`config.mk`:
```
export PLATFORM = sky130hd
export DESIGN_NAME = uart_rx_drain
export DESIGN_NICKNAME = d
export VERILOG_FILES = /design/src/rtl/uart_rx_drain.sv
export SDC_FILE = /design/constraint.sdc
export NUM_CORES = 1
export LEC_CHECK = 0
export ABC_AREA = 1
export CAP_MARGIN = 30
export CORE_MARGIN = 2
export CORE_UTILIZATION = 58
export CTS_CLUSTER_DIAMETER = 50
export DETAILED_ROUTE_END_ITERATION = 6
export DONT_BUFFER_PORTS = 1
export PLACE_DENSITY = 0.81
export SYNTH_ARGS = -nofsm -noshare
export SYNTH_HDL_FRONTEND = slang
export SYNTH_SLANG_ARGS = --single-unit
```
`constraint.sdc`:
```
create_clock -name CLK -period 2 [get_ports CLK]
set_input_delay 0.1 -clock CLK [delete_from_list [all_inputs] [get_ports CLK]]
set_output_delay 0.1 -clock CLK [all_outputs]
set_load 0.05 [all_outputs]
```
`src/rtl/uart_rx_drain.sv`:
```
// uart_rx_drain
// Bus-master drain engine for the buffered UART receiver. Polls the
// receiver status register, pops bytes from its data register, packs them
// little-endian into 32-bit words and writes the words to memory through a
// ready/valid write port. A drain ends on word count, idle timeout,
// receiver error or abort, and signals completion with a DONE pulse.
//
// Optional feature: define RX_DRAIN_TERM_EN to end the drain when a byte
// equal to TERM_CHAR is received. That byte is stored with the word before
// the drain ends. With the macro undefined, TERM_CHAR is ignored.
//
// Ports
//   CLK, RESET_N         clock, synchronous active-low reset
//   START, ABORT         begin drain (pulse), stop at next safe point
//   BASE_ADDR            first word address (bits [1:0] forced to 0)
//   MAX_WORDS            words to collect, 0 = unlimited
//   TIMEOUT              empty polls before finishing, 0 = never
//   TERM_CHAR            terminator byte (RX_DRAIN_TERM_EN only)
//   RX_RE/RX_WE/RX_A     receiver read strobe, write strobe, address (1=status)
//   RX_RD                receiver read data (combinational on RX_A)
//   MEM_WE/ADDR/WD/BE    memory write request, held until MEM_READY
//   MEM_READY            write accepted this cycle
//   BUSY, DONE, ERR      status: in progress, completion pulse, sticky error
//   WORD_COUNT           words written in the current or last drain
//
// state  | meaning
// IDLE   | waiting for START
// POLL   | read status, choose error / abort / pop / idle count
// POP    | read one byte from the FIFO head into the current lane
// WRITE  | hold memory write until accepted
// FLUSH  | write any partial word, then finish
// CLEAR  | clear receiver flags and FIFO after an error
// FIN    | DONE pulse, back to IDLE

module uart_rx_drain #(
  parameter int LW = 12,
  parameter int TW = 16
) (
  input  logic          CLK,
  input  logic          RESET_N,
  input  logic          START,
  input  logic          ABORT,
  input  logic [31:0]   BASE_ADDR,
  input  logic [LW-1:0] MAX_WORDS,
  input  logic [TW-1:0] TIMEOUT,
  input  logic [7:0]    TERM_CHAR,
  output logic          RX_RE,
  output logic          RX_WE,
  output logic          RX_A,
  input  logic [31:0]   RX_RD,
  output logic          MEM_WE,
  output logic [31:0]   MEM_ADDR,
  output logic [31:0]   MEM_WD,
  output logic [3:0]    MEM_BE,
  input  logic          MEM_READY,
  output logic          BUSY,
  output logic          DONE,
  output logic          ERR,
  output logic [LW-1:0] WORD_COUNT
);

  typedef enum logic [2:0] {
    S_IDLE,
    S_POLL,
    S_POP,
    S_WRITE,
    S_FLUSH,
    S_CLEAR,
    S_FIN
  } state_t;

  state_t        state, state_nxt;
  logic [LW-1:0] max_words_q;
  logic [TW-1:0] timeout_q;
  logic [TW-1:0] idle_cnt;
  logic [TW-1:0] idle_inc;
  logic [1:0]    lane;
  logic          from_flush;
  logic [LW-1:0] cnt_inc;
  logic [LW-1:0] cnt_sat;
  logic          last_word;
  logic          rx_err;
  logic          rx_not_empty;
  logic          term_hit;
  logic          unused_rd;

  assign rx_err       = RX_RD[30] | RX_RD[29];
  assign rx_not_empty = RX_RD[31];
  assign unused_rd    = ^RX_RD[28:8];

  assign idle_inc  = idle_cnt + TW'(1);
  assign cnt_inc   = WORD_COUNT + LW'(1);
  assign cnt_sat   = (&WORD_COUNT) ? WORD_COUNT : cnt_inc;
  assign last_word = (max_words_q != '0) && (cnt_inc == max_words_q);

`ifdef RX_DRAIN_TERM_EN
  assign term_hit = (RX_RD[7:0] == TERM_CHAR);
`else
  logic unused_term;
  assign unused_term = ^TERM_CHAR;
  assign term_hit    = 1'b0;
`endif

  always_ff @(posedge CLK) begin
    if (!RESET_N) begin
      state <= S_IDLE;
    end else begin
      state <= state_nxt;
    end
  end

  always_comb begin
    state_nxt = state;
    RX_RE     = 1'b0;
    RX_WE     = 1'b0;
    RX_A      = 1'b0;
    MEM_WE    = 1'b0;
    BUSY      = 1'b1;
    DONE      = 1'b0;
    case (state)
      S_IDLE: begin
        BUSY = 1'b0;
        if (START) state_nxt = S_POLL;
      end
      S_POLL: begin
        RX_A = 1'b1;
        if (rx_err)            state_nxt = S_CLEAR;
        else if (ABORT)        state_nxt = S_FLUSH;
        else if (rx_not_empty) state_nxt = S_POP;
        else if ((timeout_q != '0) && (idle_inc == timeout_q))
                               state_nxt = S_FLUSH;
      end
      S_POP: begin
        RX_RE = 1'b1;
        // a terminator in the last lane still completes the word via WRITE;
        // from_flush then routes WRITE to FIN
        if (lane == 2'd3)  state_nxt = S_WRITE;
        else if (term_hit) state_nxt = S_FLUSH;
        else               state_nxt = S_POLL;
      end
      S_WRITE: begin
        MEM_WE = 1'b1;
        if (MEM_READY) begin
          if (last_word || from_flush) state_nxt = S_FIN;
          else                         state_nxt = S_POLL;
        end
      end
      S_FLUSH: begin
        if (MEM_BE != 4'h0) state_nxt = S_WRITE;
        else                state_nxt = S_FIN;
      end
      S_CLEAR: begin
        RX_A      = 1'b1;
        RX_WE     = 1'b1;
        state_nxt = S_FIN;
      end
      S_FIN: begin
        BUSY      = 1'b0;
        DONE      = 1'b1;
        state_nxt = S_IDLE;
      end
      default: state_nxt = S_IDLE;
    endcase
  end

  always_ff @(posedge CLK) begin
    if (!RESET_N) begin
      max_words_q <= '0;
      timeout_q   <= '0;
      idle_cnt    <= '0;
      lane        <= 2'd0;
      from_flush  <= 1'b0;
      MEM_ADDR    <= 32'd0;
      MEM_WD      <= 32'd0;
      MEM_BE      <= 4'h0;
      ERR         <= 1'b0;
      WORD_COUNT  <= '0;
    end else begin
      case (state)
        S_IDLE: begin
          if (START) begin
            max_words_q <= MAX_WORDS;
            timeout_q   <= TIMEOUT;
            idle_cnt    <= '0;
            lane        <= 2'd0;
            from_flush  <= 1'b0;
            MEM_ADDR    <= {BASE_ADDR[31:2], 2'b00};
            MEM_WD      <= 32'd0;
            MEM_BE      <= 4'h0;
            ERR         <= 1'b0;
            WORD_COUNT  <= '0;
          end
        end
        S_POLL: begin
          if (!rx_err && !ABORT) begin
            if (rx_not_empty) idle_cnt <= '0;
            else              idle_cnt <= idle_inc;
          end
        end
        S_POP: begin
          MEM_WD[{lane, 3'b000} +: 8] <= RX_RD[7:0];
          MEM_BE[lane]                <= 1'b1;
          lane                        <= lane + 2'd1;
          if (term_hit) from_flush <= 1'b1;
        end
        S_WRITE: begin
          if (MEM_READY) begin
            WORD_COUNT <= cnt_sat;
            MEM_ADDR   <= MEM_ADDR + 32'd4;
            MEM_WD     <= 32'd0;
            MEM_BE     <= 4'h0;
          end
        end
        S_FLUSH: begin
          from_flush <= 1'b1;
        end
        S_CLEAR: begin
          ERR    <= 1'b1;
          MEM_WD <= 32'd0;
          MEM_BE <= 4'h0;
          lane   <= 2'd0;
        end
        default: ;
      endcase
    end
  end

endmodule

```
==> impl_results.html, run 1 <==
<table>
<tr><th>Metric</th><th>Value</th></tr>
<tr><th colspan="2">Run status</th></tr>
<tr><td>Run status</td><td>finished with violations</td></tr>
<tr><td>Violations in the final reports</td><td>setup timing</td></tr>
<tr><th colspan="2">GRT</th></tr>
<tr><td>Grt ovf</td><td>0</td></tr>
<tr><td>Total global-route track usage</td><td>32.7%</td></tr>
<tr><td>Antenna violations before repair</td><td>0</td></tr>
<tr><td>Wire length of the first global-routing pass</td><td>34500 µm</td></tr>
<tr><td>Maximum number of pins on one net before global-route repair</td><td>42</td></tr>
<tr><td>Number of global-route vias before repair</td><td>7601</td></tr>
<tr><th colspan="2">Logic synthesis</th></tr>
<tr><td>Post-synthesis cell area</td><td>7120 µm²</td></tr>
<tr><td>Top area cells in the synthesized netlist</td><td>sky130_fd_sc_hd__dfxtp_1 (36%), sky130_fd_sc_hd__nand2_1 (15%), sky130_fd_sc_hd__a21oi_1 (8.7%), sky130_fd_sc_hd__inv_1 (6.3%), sky130_fd_sc_hd__nand3_1 (5.6%)</td></tr>
<tr><td>Number of standard cells after synthesis</td><td>1086</td></tr>
<tr><td>Number of synthesized register bits</td><td>129</td></tr>
<tr><td>Leading post-synthesis cells by instance count</td><td>sky130_fd_sc_hd__nand2_1 (275), sky130_fd_sc_hd__dfxtp_1 (129), sky130_fd_sc_hd__a21oi_1 (124)</td></tr>
<tr><td>Most repeated cell in the gate-level netlist after synthesis</td><td>sky130_fd_sc_hd__nand2_1</td></tr>
<tr><td>Synthesized area divided by synthesized cell count</td><td>6.55 µm²</td></tr>
<tr><td>Ys async rst share</td><td>0%</td></tr>
<tr><td>Register area share after synthesis</td><td>36.3%</td></tr>
<tr><td>Dominant cell type by area after synthesis</td><td>sky130_fd_sc_hd__dfxtp_1</td></tr>
<tr><td>Warning count from the yosys run</td><td>0</td></tr>
<tr><td>Fraction of synthesized cell area taken by the top area cell type</td><td>36.3%</td></tr>
<tr><td>Number of enable flip-flop cells after synthesis</td><td>0</td></tr>
<tr><td>Netlist cell types</td><td>45</td></tr>
<tr><td>Most used flip-flop cell after synthesis</td><td>sky130_fd_sc_hd__dfxtp_1</td></tr>
<tr><th colspan="2">Cells and area</th></tr>
<tr><td>Ratio of cells with drive above 1 in the final layout</td><td>18.3%</td></tr>
<tr><td>Final Util</td><td>78.6%</td></tr>
<tr><td>Final #Nets</td><td>1342</td></tr>
<tr><td>Area added between synthesis and finish</td><td>32.7%</td></tr>
<tr><th colspan="2">Die</th></tr>
<tr><td>Core Region</td><td>12000 µm²</td></tr>
<tr><td>Horizontal extent of the die</td><td>115 µm</td></tr>
<tr><td>Die Outline Area</td><td>13200 µm²</td></tr>
<tr><td>Die Y-Extent</td><td>115 µm</td></tr>
<tr><td>Number of core rows</td><td>40</td></tr>
<tr><td>Boundary Pins</td><td>192</td></tr>
<tr><td>Starting density of the core</td><td>59.3%</td></tr>
<tr><th colspan="2">STA</th></tr>
<tr><td>Total count of hold-check failures in the final report</td><td>0</td></tr>
<tr><td>Setup repair after global routing missed its margin</td><td>yes</td></tr>
<tr><td>Clock period minus worst slack</td><td>2.06 ns</td></tr>
<tr><td>Fmax</td><td>0.485 GHz</td></tr>
<tr><td>Number of slew-limit violations in the final report</td><td>0</td></tr>
<tr><td>Finish-stage setup viols</td><td>4</td></tr>
<tr><td>Worst-Margin Slew</td><td>0.564 ns</td></tr>
<tr><td>Share of the cycle needed by the critical path after routing</td><td>103%</td></tr>
<tr><td>Fin worst setup slack</td><td>-0.0618 ns</td></tr>
<tr><td>Relative slew slack</td><td>62.4%</td></tr>
<tr><td>Largest clock skew in the final design</td><td>0.0137 ns</td></tr>
<tr><th colspan="2">CTS</th></tr>
<tr><td>Buffer levels on the longest clock path</td><td>2</td></tr>
<tr><td>Root cell of the clock tree</td><td>sky130_fd_sc_hd__clkbuf_16</td></tr>
<tr><td>Count of clock tree sinks</td><td>129</td></tr>
<tr><td>Source-to-sink clock delay at the later pin of the worst-skew pair</td><td>0.43 ns</td></tr>
<tr><td>Clock tree from TritonCTS</td><td>built</td></tr>
<tr><td>H-Tree Level Count</td><td>4</td></tr>
<tr><td>Clock slew at reported path FFs</td><td>0.06 ns</td></tr>
<tr><td>Inserted Clock Buffers</td><td>17</td></tr>
<tr><th colspan="2">Place</th></tr>
<tr><td>Final HPWL from detailed placement</td><td>13700 µm</td></tr>
<tr><td>Port Buffer Count</td><td>0</td></tr>
<tr><td>Worst setup timing slack at the placement stage</td><td>-0.0305 ns</td></tr>
<tr><td>Routability congestion estimate</td><td>0.915</td></tr>
<tr><th colspan="2">Worst setup path</th></tr>
<tr><td>Sum of buffers and inverters on the critical path</td><td>1</td></tr>
<tr><td>Cell at the slowest stage of the critical path</td><td>sky130_fd_sc_hd__dfxtp_2</td></tr>
<tr><td>Crit Path Max Fanout</td><td>4</td></tr>
<tr><td>Slowest stage delay, CP</td><td>0.35 ns</td></tr>
<tr><td>Required time of the critical path</td><td>2.35 ns</td></tr>
<tr><td>Kind of critical path</td><td>reg -&gt; reg</td></tr>
<tr><td>Crit-path leading delay family</td><td>simple AND/OR/NAND/NOR gates</td></tr>
<tr><td>Chain of cells forming the critical path</td><td>buf_4, nand3_1, nor2_1, nand2_1, nand3_1, nand2_1, nor2_1, nand3_1, nor2_1, nand2_2, a21oi_4, nand2_1, a21oi_2</td></tr>
<tr><td>CP endpoint kind</td><td>register</td></tr>
<tr><td>CP Data Arrival Time</td><td>2.41 ns</td></tr>
<tr><td>Startpoint type of the worst setup path</td><td>register</td></tr>
<tr><th colspan="2">Power and ir drop</th></tr>
<tr><td>Power Density</td><td>1320 nW/µm²</td></tr>
<tr><td>Fraction of power spent switching nets</td><td>45.7%</td></tr>
<tr><td>Total internal power</td><td>0.00675 W</td></tr>
<tr><td>Worst supply voltage drop on vdd</td><td>1.13 mV</td></tr>
<tr><td>Sequential share of power</td><td>32.6%</td></tr>
<tr><td>Portion of total power attributed to combinational logic</td><td>43.0%</td></tr>
<tr><td>Share of total power in the clock network</td><td>24.4%</td></tr>
<tr><td>Leak pwr</td><td>3.92 nW</td></tr>
<tr><td>P_sw</td><td>0.00568 W</td></tr>
<tr><th colspan="2">Routing</th></tr>
<tr><td>Wirelength per Cell</td><td>16.1 µm</td></tr>
<tr><td>Residual antenna-violating net count after detailed routing</td><td>0</td></tr>
<tr><td>Number of DRC markers after the initial detailed-route iteration</td><td>738</td></tr>
<tr><td>First-pass detailed-route iteration total</td><td>6</td></tr>
<tr><td>Vias per std cell</td><td>5.79</td></tr>
<tr><td>Post-route DRC</td><td>0</td></tr>
<tr><td>Overall via count from detail_route</td><td>8055</td></tr>
<tr><td>Total routed wirelength</td><td>22400 µm</td></tr>
<tr><th colspan="2">Flow run</th></tr>
<tr><td>Count of max-cap constraint violations</td><td>0</td></tr>
<tr><th colspan="2">Hold path</th></tr>
<tr><td>Hold crit path type</td><td>in -&gt; reg</td></tr>
</table>
flip-flops by register name, summed over array words and instances (netlist names):
register	cells
max_words_q	12
lane	2
WORD_COUNT	12
MEM_WD	32
MEM_BE	4
state	3
MEM_ADDR	30
timeout_q	16
from_flush	1
ERR	1
idle_cnt	16
final timing paths:
| check | start | end | slack, ns | cells past startpoint |
|---|---|---|---|---|
| worst max-delay path | idle_cnt[0]$_SDFFE_PN0P_ | state[1]$_SDFFE_PN0P_ | -0.06 | 13 |
| worst min register to register | from_flush$_SDFFE_PN0P_ | from_flush$_SDFFE_PN0P_ | 0.48 | 2 |
| worst max register to register | idle_cnt[0]$_SDFFE_PN0P_ | state[1]$_SDFFE_PN0P_ | -0.06 | 13 |
| worst min-delay path | BASE_ADDR[5] | MEM_ADDR[5]$_SDFFE_PN0P_ | 0.006 | 4 |
power groups by stage:
stage               Clock (W)  Sequential (W)  Combinational [W]
global route          0.00317         0.00412            0.00576
floorplan                   0         0.00500            0.00253
global placement            0         0.00403            0.00483
detailed placement          0         0.00404            0.00490
CTS                   0.00305         0.00400            0.00513
finish                0.00304         0.00405            0.00534
cell usage in the layout (no fill, tap or decap), drive strengths merged, types with 7 or more instances in the layout:
master	instances
nand3	81
o21ai	71
clkinv	7
ha	7
buf	96
dfxtp	129
nand4	21
clkbuf	21
dlygate4sd3	67
inv	132
xor2	12
a211oi	15
a31oi	11
nor3	13
a21oi	127
nor2	108
nand2	283
repair_timing:
item / CTS / global route
gates cloned: 0 / 1
setup buffers: 10 / 5
hold endpoints to repair: 97 / 0
pin swaps: 9 / 19
endpoints found under the setup margin: 8 / 77
hold buffers: 68 / 0
resized for setup: 14 / 49
metal layers:
metal / GRT usage [%] / vias to the layer above / wire [µm]
met5: 0 / - / 0
met4: 16.1 / 0 / 681
met3: 8.75 / 80 / 1900
met2: 56.3 / 433 / 10900
met1: 37.8 / 3671 / 8910
li1: - / 3871 / -
tightest hold or removal path: stages:
cell and delay (ns):
sky130_fd_sc_hd__nand2_1 0.03, sky130_fd_sc_hd__o211ai_1 0.09, sky130_fd_sc_hd__o211ai_1 0.11, sky130_fd_sc_hd__inv_1 0.07
stage by stage:
| stage | power, W | TNS (ns) | instances | hold WS [ns] | instance area [µm²] |
|---|---|---|---|---|---|
| final | 0.0124 | -0.151 | 1391 | 0.00597 | 9450 |
| after floorplan | 0.00753 | 0 | 1087 | 0.235 | 7150 |
| after detailed placement | 0.00894 | -0.0533 | 1275 | 0.241 | 7830 |
| after CTS | 0.0122 | -0.0197 | 1385 | 0.00722 | 9220 |
| after global routing | 0.0130 | -0.853 | 1390 | 0.0304 | 9440 |
| after global placement | 0.00886 | 0 | 1275 | 0.244 | 7830 |
cell families after synthesis:
logic type               after synthesis  share of synthesized area, %
buffers and inverters                171                          9.32
AO/OA/AOI/OAI                        242                          18.9
other                                  1                        0.0527
flip-flops                           129                          36.3
XOR/XNOR                              17                          2.29
AND/OR/NAND/NOR                      519                          31.9
adder cells (fa/ha/maj)                7                          1.23
layout make-up:
type | count | area, µm²
multi-input combinational | 787 | 4090
sequential | 129 | 2610
fill | 795 | 2560
tap | 147 | 184
antenna | 1 | 2.50
clock buffer | 20 | 437
timing repair buffer | 164 | 1490
inverter | 131 | 492
clock inverter | 12 | 138
No activity file was read; power rests on OpenSTA's default activity.
==> inputs of run 2 (changes only) <==
CTS_BUF_LIST = sky130_fd_sc_hd__clkbuf_2   (was unset)
==> impl_results.html, run 2 (synthesis results as in run 1) <==
<table>
<tr><th>Metric</th><th>Value</th></tr>
<tr><th colspan="2">Worst setup path</th></tr>
<tr><td>Endpoint of the worst register-to-register path</td><td>MEM_ADDR[26]$_SDFFE_PN0P_</td></tr>
<tr><td>R2r startpoint</td><td>MEM_ADDR[2]$_SDFFE_PN0P_</td></tr>
<tr><td>Required time of the critical path</td><td>2.71 ns (+0.36 ns)</td></tr>
<tr><td>Number of cells on the worst reg-to-reg path</td><td>14 (+1)</td></tr>
<tr><td>Slowest stage delay, CP</td><td>0.44 ns (+0.09 ns)</td></tr>
<tr><td>Crit Path Max Fanout</td><td>3 (-1)</td></tr>
<tr><td>CP Data Arrival Time</td><td>2.80 ns (+0.39 ns)</td></tr>
<tr><td>Cell at the slowest stage of the critical path</td><td>sky130_fd_sc_hd__dfxtp_4</td></tr>
<tr><td>Startpoint type of the worst setup path</td><td>register</td></tr>
<tr><td>CP endpoint kind</td><td>register</td></tr>
<tr><td>Setup slack on the worst flop-to-flop path</td><td>-0.09 ns (-0.03 ns)</td></tr>
<tr><td>Kind of critical path</td><td>reg -&gt; reg</td></tr>
<tr><td>Chain of cells forming the critical path</td><td>ha_4, nand2_4, nor2_4, nand2_2, nor2_2, nand2_1, nor2_2, nand2_2, nor2_4, nand2_4, nor2_4, xor2_1, nand2_1, a21oi_1</td></tr>
<tr><td>Cell mode on critical path</td><td>sky130_fd_sc_hd__nor2_4</td></tr>
<tr><th colspan="2">CTS</th></tr>
<tr><td>Buffer levels on the longest clock path</td><td>2 (unchanged)</td></tr>
<tr><td>Root cell of the clock tree</td><td>sky130_fd_sc_hd__clkbuf_2</td></tr>
<tr><td>Clock tree from TritonCTS</td><td>built</td></tr>
<tr><td>H-Tree Level Count</td><td>4 (unchanged)</td></tr>
<tr><td>Inserted Clock Buffers</td><td>17 (unchanged)</td></tr>
<tr><td>Source-to-sink clock delay at the later pin of the worst-skew pair</td><td>0.77 ns (+0.34 ns)</td></tr>
<tr><td>Count of clock tree sinks</td><td>129 (unchanged)</td></tr>
<tr><td>Clock slew at reported path FFs</td><td>0.24 ns (+0.18 ns)</td></tr>
<tr><th colspan="2">Die</th></tr>
<tr><td>Horizontal extent of the die</td><td>115 µm (unchanged)</td></tr>
<tr><td>Die Y-Extent</td><td>115 µm (unchanged)</td></tr>
<tr><td>Core Region</td><td>12000 µm² (unchanged)</td></tr>
<tr><td>Starting density of the core</td><td>59.3% (unchanged)</td></tr>
<tr><td>Boundary Pins</td><td>192 (unchanged)</td></tr>
<tr><td>Die Outline Area</td><td>13200 µm² (unchanged)</td></tr>
<tr><td>Number of core rows</td><td>40 (unchanged)</td></tr>
<tr><th colspan="2">Cells and area</th></tr>
<tr><td>Ratio of cells with drive above 1 in the final layout</td><td>22.1% (+3.8 points)</td></tr>
<tr><td>Final #Nets</td><td>1367 (+1.9%)</td></tr>
<tr><td>Most common cell after layout, fill and taps aside</td><td>sky130_fd_sc_hd__nand2_1</td></tr>
<tr><td>Register containing the most flip-flops in the final layout</td><td>MEM_WD</td></tr>
<tr><td>Number of inserted filler cells in the final layout</td><td>774 (-2.6%)</td></tr>
<tr><td>Cell area after layout</td><td>9570 µm² (+1.3%)</td></tr>
<tr><td>Top library cells by usage in the layout, fill and taps aside</td><td>sky130_fd_sc_hd__nand2_1 (254), sky130_fd_sc_hd__a21oi_1 (123), sky130_fd_sc_hd__inv_1 (116), sky130_fd_sc_hd__dfxtp_1 (106), sky130_fd_sc_hd__buf_4 (96)</td></tr>
<tr><td>Storage element area</td><td>2630 µm² (+0.48%)</td></tr>
<tr><td>Multi-input logic area</td><td>4260 µm² (+3.9%)</td></tr>
<tr><td>Final Util</td><td>79.6% (+1.0 points)</td></tr>
<tr><td>Largest register FFs</td><td>32 (unchanged)</td></tr>
<tr><td>Area added between synthesis and finish</td><td>34.4%</td></tr>
<tr><td>Biggest registers after layout</td><td>MEM_WD: 32 flops, MEM_ADDR: 30 flops</td></tr>
<tr><th colspan="2">STA</th></tr>
<tr><td>Setup repair after global routing missed its margin</td><td>yes</td></tr>
<tr><td>Relative slew slack</td><td>62.3% (about the same)</td></tr>
<tr><td>Largest clock skew in the final design</td><td>0.0502 ns (+0.0365 ns)</td></tr>
<tr><td>Finish-stage setup viols</td><td>7 (+3)</td></tr>
<tr><td>Worst-Margin Slew</td><td>0.564 ns (+0.000733 ns)</td></tr>
<tr><td>Final sum of negative setup slack</td><td>-0.284 ns (-0.133 ns)</td></tr>
<tr><td>Share of the cycle needed by the critical path after routing</td><td>105% (+1.5 points)</td></tr>
<tr><td>Number of slew-limit violations in the final report</td><td>0 (unchanged)</td></tr>
<tr><td>Fmax</td><td>0.478 GHz (-1.5%)</td></tr>
<tr><td>Clock period minus worst slack</td><td>2.09 ns (+0.0306 ns)</td></tr>
<tr><td>Fin worst setup slack</td><td>-0.0924 ns (-0.0306 ns)</td></tr>
<tr><td>Total count of hold-check failures in the final report</td><td>0 (unchanged)</td></tr>
<tr><th colspan="2">Power and ir drop</th></tr>
<tr><td>Power Density</td><td>1180 nW/µm² (-10%)</td></tr>
<tr><td>Total internal power</td><td>0.00559 W (-17%)</td></tr>
<tr><td>Portion of total power attributed to combinational logic</td><td>49.3% (+6.3 points)</td></tr>
<tr><td>Worst supply voltage drop on vdd</td><td>1.34 mV (+18%)</td></tr>
<tr><td>Sequential share of power</td><td>36.1% (+3.5 points)</td></tr>
<tr><td>Share of total power in the clock network</td><td>14.6% (-9.8 points)</td></tr>
<tr><td>P_sw</td><td>0.00574 W (+1.0%)</td></tr>
<tr><td>Fraction of power spent switching nets</td><td>50.7% (+5.0 points)</td></tr>
<tr><td>Overall power consumption</td><td>0.0113 W (-8.9%)</td></tr>
<tr><td>Leak pwr</td><td>3.98 nW (+1.5%)</td></tr>
<tr><th colspan="2">Routing</th></tr>
<tr><td>Wirelength per Cell</td><td>16.9 µm (+5.0%)</td></tr>
<tr><td>Number of DRC markers after the initial detailed-route iteration</td><td>888 (+20%)</td></tr>
<tr><td>First-pass detailed-route iteration total</td><td>6 (unchanged)</td></tr>
<tr><td>Vias per std cell</td><td>5.91 (+2.0%)</td></tr>
<tr><td>Overall via count from detail_route</td><td>8368 (+3.9%)</td></tr>
<tr><td>Total routed wirelength</td><td>23900 µm (+6.9%)</td></tr>
<tr><td>Residual antenna-violating net count after detailed routing</td><td>0 (unchanged)</td></tr>
<tr><td>Post-route DRC</td><td>0 (unchanged)</td></tr>
<tr><th colspan="2">GRT</th></tr>
<tr><td>Total global-route track usage</td><td>33.0% (+0.32 points)</td></tr>
<tr><td>Wire length of the first global-routing pass</td><td>34900 µm (+1.3%)</td></tr>
<tr><td>Grt ovf</td><td>0 (unchanged)</td></tr>
<tr><td>Number of global-route vias before repair</td><td>7513 (-1.2%)</td></tr>
<tr><td>Maximum number of pins on one net before global-route repair</td><td>57 (+36%)</td></tr>
<tr><td>Antenna violations before repair</td><td>1 (+1)</td></tr>
<tr><th colspan="2">Run status</th></tr>
<tr><td>Run status</td><td>finished with violations</td></tr>
<tr><td>Violations in the final reports</td><td>setup timing</td></tr>
<tr><th colspan="2">Hold path</th></tr>
<tr><td>Worst hold path depth</td><td>3 (-1)</td></tr>
<tr><td>Hold crit path type</td><td>in -&gt; reg</td></tr>
<tr><td>Hold path endpoint</td><td>MEM_ADDR[4]$_SDFFE_PN0P_</td></tr>
<tr><td>HP Start</td><td>BASE_ADDR[4]</td></tr>
<tr><th colspan="2">Flow run</th></tr>
<tr><td>Count of max-cap constraint violations</td><td>0 (unchanged)</td></tr>
<tr><th colspan="2">Place</th></tr>
<tr><td>Placement Cell Area</td><td>7830 µm² (unchanged)</td></tr>
<tr><td>Port Buffer Count</td><td>0 (unchanged)</td></tr>
<tr><td>Routability congestion estimate</td><td>0.915 (unchanged)</td></tr>
<tr><td>Final HPWL from detailed placement</td><td>13700 µm (unchanged)</td></tr>
</table>
## run 2: changes by cell type in the layout (fill, tap and decap cells not counted), moves of 4 or more
| cell | before | now |
|---|---|---|
| sky130_fd_sc_hd__buf_4 | 89 | 96 |
| sky130_fd_sc_hd__buf_6 | 2 | 8 |
| sky130_fd_sc_hd__clkbuf_16 | 18 | 2 |
| sky130_fd_sc_hd__clkbuf_2 | 0 | 20 |
| sky130_fd_sc_hd__dfxtp_1 | 110 | 106 |
| sky130_fd_sc_hd__dlygate4sd3_1 | 67 | 74 |
| sky130_fd_sc_hd__nand2_1 | 267 | 254 |
| sky130_fd_sc_hd__nand2_2 | 13 | 25 |
| sky130_fd_sc_hd__nor2_4 | 13 | 18 |
## run 2: area by class of cell
| type | instances | area share [%] |
|---|---|---|
| Inverter | 131 | 5.19 |
| Timing Repair Buffer | 187 | 18.4 |
| Clock inverter | 12 | 1.44 |
| Antenna cell | 2 | 0.0523 |
| Multi-Input combinational cell | 789 | 44.5 |
| Tap cell | 147 | 1.92 |
| Clock buffer | 20 | 1.05 |
| Sequential cell | 129 | 27.5 |
## run 2: worst max-delay path: cells and delay by family (launching register included)
family / cells / cell delay, ns
AO/OA/AOI/OAI: 1 / 0.13
XOR/XNOR: 1 / 0.24
adder cells (fa/ha/maj): 1 / 0.16
flip-flops: 1 / 0.44
AND/OR/NAND/NOR: 11 / 1.07
## run 2: how the worst max path moves through the flow
stage | from | endpoint | slack [ns] | cells after the start
floorplan | MEM_ADDR[9]$_SDFFE_PN0P_ | MEM_ADDR[26]$_SDFFE_PN0P_ | 0.0005 | 13
global placement | idle_cnt[0]$_SDFFE_PN0P_ | state[1]$_SDFFE_PN0P_ | 0.04 | 15
detailed placement | idle_cnt[1]$_SDFFE_PN0P_ | state[1]$_SDFFE_PN0P_ | -0.03 | 15
CTS | state[1]$_SDFFE_PN0P_ | MEM_WE | 0.004 | 4
global route | MEM_ADDR[2]$_SDFFE_PN0P_ | MEM_ADDR[28]$_SDFFE_PN0P_ | -0.20 | 14
finish | MEM_ADDR[2]$_SDFFE_PN0P_ | MEM_ADDR[26]$_SDFFE_PN0P_ | -0.09 | 14
## run 2: what timing repair did
item                                    in CTS  in global routing
resized for setup                           32                 86
hold buffers                                75                  0
gates cloned                                 2                  3
pin swaps                                   12                 43
hold endpoints to repair                   129                  0
endpoints found under the setup margin      12                 46
setup buffers                                7                 22
## run 2: power groups by stage
stage               Clock (W)  Combinational [W]  Sequential (W)
floorplan                   0            0.00253         0.00500
global placement            0            0.00483         0.00403
detailed placement          0            0.00490         0.00404
CTS                   0.00165            0.00511         0.00401
global route          0.00175            0.00599         0.00415
finish                0.00166            0.00559         0.00408
## run 2: through the flow
step	hold WS [ns]	std cells	setup WS [ns]
floorplan	0.235	1087	0.000485
global placement	0.244	1275	0.0382
detailed placement	0.241	1275	-0.0305
CTS	0.0193	1391	0.00418
global route	0.0351	1416	-0.205
finish	0.0544	1417	-0.0924
## run 2: metal layers
| layer | vias to the layer above | wire length [µm] | track usage [%] |
|---|---|---|---|
| met5 | - | 0 | 0 |
| met1 | 3834 | 9120 | 39.5 |
| met2 | 521 | 11800 | 56.5 |
| met4 | 0 | 680 | 12.8 |
| li1 | 3923 | - | - |
| met3 | 90 | 2320 | 9.28 |
==> inputs of run 3 (changes only) <==
ABC_AREA = unset   (was 1)
==> impl_results.html, run 3 <==
<table>
<tr><th>Metric</th><th>Value</th></tr>
<tr><th colspan="2">CTS</th></tr>
<tr><td>Clock tree from TritonCTS</td><td>built</td></tr>
<tr><td>Source-to-sink clock delay at the later pin of the worst-skew pair</td><td>0.77 ns (about the same)</td></tr>
<tr><td>Clock slew at reported path FFs</td><td>0.24 ns (about the same)</td></tr>
<tr><td>Buffer levels on the longest clock path</td><td>2 (unchanged)</td></tr>
<tr><td>Root cell of the clock tree</td><td>sky130_fd_sc_hd__clkbuf_2</td></tr>
<tr><td>Inserted Clock Buffers</td><td>17 (unchanged)</td></tr>
<tr><td>Count of clock tree sinks</td><td>129 (unchanged)</td></tr>
<tr><td>H-Tree Level Count</td><td>4 (unchanged)</td></tr>
<tr><th colspan="2">Cells and area</th></tr>
<tr><td>Area added between synthesis and finish</td><td>40.9%</td></tr>
<tr><td>Final #Nets</td><td>1232 (-9.9%)</td></tr>
<tr><td>Register containing the most flip-flops in the final layout</td><td>MEM_WD</td></tr>
<tr><td>Largest register FFs</td><td>32 (unchanged)</td></tr>
<tr><td>Top library cells by usage in the layout, fill and taps aside</td><td>sky130_fd_sc_hd__buf_4 (142), sky130_fd_sc_hd__nor2_1 (120), sky130_fd_sc_hd__nand2_1 (119), sky130_fd_sc_hd__dfxtp_1 (94), sky130_fd_sc_hd__a21oi_1 (94)</td></tr>
<tr><td>Most common cell after layout, fill and taps aside</td><td>sky130_fd_sc_hd__buf_4</td></tr>
<tr><td>Biggest registers after layout</td><td>MEM_WD: 32 flops, MEM_ADDR: 30 flops</td></tr>
<tr><td>Ratio of cells with drive above 1 in the final layout</td><td>27.6% (+5.5 points)</td></tr>
<tr><th colspan="2">Logic synthesis</th></tr>
<tr><td>Synthesized area divided by synthesized cell count</td><td>7.60 µm² (+16%)</td></tr>
<tr><td>Post-synthesis cell area</td><td>6930 µm² (-2.6%)</td></tr>
<tr><td>Netlist cell types</td><td>75 (+67%)</td></tr>
<tr><td>Most repeated cell in the gate-level netlist after synthesis</td><td>sky130_fd_sc_hd__dfxtp_1</td></tr>
<tr><td>Register area share after synthesis</td><td>37.3% (+0.98 points)</td></tr>
<tr><td>Ys async rst share</td><td>0% (unchanged)</td></tr>
<tr><td>Number of synthesized register bits</td><td>129 (unchanged)</td></tr>
<tr><td>Number of enable flip-flop cells after synthesis</td><td>0 (unchanged)</td></tr>
<tr><td>Leading post-synthesis cells by instance count</td><td>sky130_fd_sc_hd__dfxtp_1 (129), sky130_fd_sc_hd__nand2_1 (122), sky130_fd_sc_hd__nor2_1 (122)</td></tr>
<tr><td>Dominant cell type by area after synthesis</td><td>sky130_fd_sc_hd__dfxtp_1</td></tr>
<tr><td>Number of standard cells after synthesis</td><td>912 (-16%)</td></tr>
<tr><td>Top area cells in the synthesized netlist</td><td>sky130_fd_sc_hd__dfxtp_1 (37%), sky130_fd_sc_hd__a21oi_1 (7.4%), sky130_fd_sc_hd__nand2_1 (6.6%), sky130_fd_sc_hd__nor2_1 (6.6%), sky130_fd_sc_hd__a22oi_1 (4.7%)</td></tr>
<tr><td>Fraction of synthesized cell area taken by the top area cell type</td><td>37.3% (+0.98 points)</td></tr>
<tr><td>Warning count from the yosys run</td><td>0 (unchanged)</td></tr>
<tr><td>Most used flip-flop cell after synthesis</td><td>sky130_fd_sc_hd__dfxtp_1</td></tr>
<tr><th colspan="2">Worst setup path</th></tr>
<tr><td>CP endpoint kind</td><td>register</td></tr>
<tr><td>CP Data Arrival Time</td><td>2.91 ns (+0.11 ns)</td></tr>
<tr><td>Startpoint type of the worst setup path</td><td>register</td></tr>
<tr><td>Kind of critical path</td><td>reg -&gt; reg</td></tr>
<tr><td>Crit Path Max Fanout</td><td>3 (unchanged)</td></tr>
<tr><td>Required time of the critical path</td><td>2.73 ns (+0.02 ns)</td></tr>
<tr><th colspan="2">GRT</th></tr>
<tr><td>Total global-route track usage</td><td>38.4% (+5.4 points)</td></tr>
<tr><td>Antenna violations before repair</td><td>1 (unchanged)</td></tr>
<tr><td>Grt ovf</td><td>0 (unchanged)</td></tr>
<tr><td>Maximum number of pins on one net before global-route repair</td><td>47 (-18%)</td></tr>
<tr><td>Number of global-route vias before repair</td><td>8137 (+8.3%)</td></tr>
<tr><td>Wire length of the first global-routing pass</td><td>39500 µm (+13%)</td></tr>
<tr><th colspan="2">Power and ir drop</th></tr>
<tr><td>Sequential share of power</td><td>43.2% (+7.1 points)</td></tr>
<tr><td>Portion of total power attributed to combinational logic</td><td>30.9% (-18 points)</td></tr>
<tr><td>Fraction of power spent switching nets</td><td>39.6% (-11 points)</td></tr>
<tr><td>Leak pwr</td><td>3.80 nW (-4.4%)</td></tr>
<tr><td>Worst supply voltage drop on vdd</td><td>0.743 mV (-44%)</td></tr>
<tr><td>Share of total power in the clock network</td><td>26.0% (+11 points)</td></tr>
<tr><td>Total internal power</td><td>0.00406 W (-27%)</td></tr>
<tr><td>P_sw</td><td>0.00267 W (-54%)</td></tr>
<tr><td>Power Density</td><td>689 nW/µm² (-42%)</td></tr>
<tr><th colspan="2">STA</th></tr>
<tr><td>Clock period minus worst slack</td><td>2.17 ns (+0.0824 ns)</td></tr>
<tr><td>Share of the cycle needed by the critical path after routing</td><td>109% (+4.1 points)</td></tr>
<tr><td>Fin worst setup slack</td><td>-0.175 ns (-0.0824 ns)</td></tr>
<tr><td>Finish-stage setup viols</td><td>21 (+14)</td></tr>
<tr><td>Setup repair after global routing missed its margin</td><td>yes</td></tr>
<tr><td>Fmax</td><td>0.460 GHz (-3.8%)</td></tr>
<tr><td>Relative slew slack</td><td>50.9% (-11 points)</td></tr>
<tr><td>Number of slew-limit violations in the final report</td><td>0 (unchanged)</td></tr>
<tr><td>Worst-Margin Slew</td><td>0.734 ns (+0.170 ns)</td></tr>
<tr><td>Final sum of negative setup slack</td><td>-1.74 ns (-1.46 ns)</td></tr>
<tr><td>Largest clock skew in the final design</td><td>0.0436 ns (-0.00658 ns)</td></tr>
<tr><td>Total count of hold-check failures in the final report</td><td>0 (unchanged)</td></tr>
<tr><th colspan="2">Routing</th></tr>
<tr><td>Overall via count from detail_route</td><td>8426 (+0.69%)</td></tr>
<tr><td>Wirelength per Cell</td><td>20.9 µm (+24%)</td></tr>
<tr><td>Residual antenna-violating net count after detailed routing</td><td>0 (unchanged)</td></tr>
<tr><td>Post-route DRC</td><td>0 (unchanged)</td></tr>
<tr><td>Total routed wirelength</td><td>26700 µm (+12%)</td></tr>
<tr><td>First-pass detailed-route iteration total</td><td>5 (-1)</td></tr>
<tr><td>Vias per std cell</td><td>6.59 (+12%)</td></tr>
<tr><td>Number of DRC markers after the initial detailed-route iteration</td><td>1041 (+17%)</td></tr>
<tr><th colspan="2">Place</th></tr>
<tr><td>Final HPWL from detailed placement</td><td>15200 µm (+11%)</td></tr>
<tr><td>Worst setup timing slack at the placement stage</td><td>-0.159 ns (-0.128 ns)</td></tr>
<tr><td>Port Buffer Count</td><td>0 (unchanged)</td></tr>
<tr><td>Routability congestion estimate</td><td>0.951 (+4.0%)</td></tr>
<tr><th colspan="2">Die</th></tr>
<tr><td>Die Y-Extent</td><td>113 µm (-1.3%)</td></tr>
<tr><td>Core Region</td><td>11500 µm² (-4.1%)</td></tr>
<tr><td>Horizontal extent of the die</td><td>113 µm (-1.3%)</td></tr>
<tr><td>Die Outline Area</td><td>12800 µm² (-2.5%)</td></tr>
<tr><td>Starting density of the core</td><td>60.2% (+0.92 points)</td></tr>
<tr><td>Boundary Pins</td><td>192 (unchanged)</td></tr>
<tr><td>Number of core rows</td><td>39 (-2.5%)</td></tr>
<tr><th colspan="2">Run status</th></tr>
<tr><td>Run status</td><td>finished with violations</td></tr>
<tr><td>Violations in the final reports</td><td>setup timing</td></tr>
<tr><th colspan="2">Hold path</th></tr>
<tr><td>Hold crit path type</td><td>in -&gt; reg</td></tr>
<tr><th colspan="2">Flow run</th></tr>
<tr><td>Count of max-cap constraint violations</td><td>0 (unchanged)</td></tr>
</table>
[run 3: logic make-up after synthesis]
| family | after synthesis | share of synthesized area, % |
|---|---|---|
| AO/OA/AOI/OAI | 255 | 22.7 |
| adder cells (fa/ha/maj) | 8 | 1.41 |
| flip-flops | 129 | 37.3 |
| XOR/XNOR | 38 | 4.80 |
| AND/OR/NAND/NOR | 401 | 28.0 |
| multiplexers | 4 | 0.596 |
| other | 1 | 0.0541 |
| buffers and inverters | 76 | 5.20 |
[run 3: layout make-up]
cell class / count / area, µm²
diodes: 2 / 5.00
clock buffers: 18 / 90.1
clock inverters: 14 / 154
fillers: 609 / 1750
inverters: 12 / 55.1
multi-input cells: 709 / 4410
flip-flops and latches: 129 / 2670
well taps: 143 / 179
repair buffers: 251 / 2200
[run 3: repair_timing]
action	4_1_cts	5_1_grt
hold endpoints to repair	122	2
gates cloned	0	3
resized for setup	43	58
hold buffers	91	2
setup buffers	13	9
pin swaps	20	28
setup endpoints to repair	23	53
[run 3: worst max-delay path, stage by stage (launching register included)]
cell,delay [ns]
sky130_fd_sc_hd__dfxtp_1,0.43
sky130_fd_sc_hd__nand4_1,0.21
sky130_fd_sc_hd__buf_4,0.21
sky130_fd_sc_hd__nor4_4,0.17
sky130_fd_sc_hd__xnor2_1,0.20
sky130_fd_sc_hd__and3_1,0.22
sky130_fd_sc_hd__nand4_1,0.13
sky130_fd_sc_hd__o41ai_2,0.32
sky130_fd_sc_hd__and4_1,0.25
[run 3: metal layers]
| metal | vias to the layer above | wire length (µm) | GRT usage (%) |
|---|---|---|---|
| li1 | 3686 | - | - |
| met1 | 3934 | 9610 | 42.7 |
| met2 | 637 | 13000 | 65.9 |
| met3 | 169 | 2650 | 11.8 |
| met4 | 0 | 1460 | 20.7 |
| met5 | - | 0 | 0 |
[run 3: power groups by stage]
stage	Clock (W)	Combinational (W)	Sequential (W)
global route	0.00185	0.00218	0.00292
detailed placement	0	0.00165	0.00294
finish	0.00175	0.00208	0.00291
floorplan	0	0.000885	0.00321
CTS	0.00171	0.00184	0.00289
global placement	0	0.00160	0.00293
[run 3: per-stage QoR]
step | total power, W | hold WS [ns] | instances | cell area [µm²] | util (%)
6_report | 0.00673 | 0.0489 | 1278 | 9770 | 84.8
5_1_grt | 0.00695 | 0.0163 | 1278 | 9770 | 84.8
4_1_cts | 0.00644 | 0.000726 | 1263 | 9430 | 81.9
3_5_place_dp | 0.00459 | 0.230 | 1127 | 8030 | 69.7
3_3_place_gp | 0.00453 | 0.225 | 1127 | 8030 | 69.7
2_1_floorplan | 0.00409 | 0.236 | 913 | 7140 | -
[run 3: worst paths after layout]
path / cells past startpoint / to / slack, ns / start
max: 8 / state[2]$_SDFFE_PN0P_ / -0.17 / idle_cnt[5]$_SDFFE_PN0P_
min reg2reg: 2 / max_words_q[0]$_SDFFE_PN0P_ / 0.52 / max_words_q[0]$_SDFFE_PN0P_
max reg2reg: 8 / state[2]$_SDFFE_PN0P_ / -0.17 / idle_cnt[5]$_SDFFE_PN0P_
min: 3 / max_words_q[9]$_SDFFE_PN0P_ / 0.05 / MAX_WORDS[9]
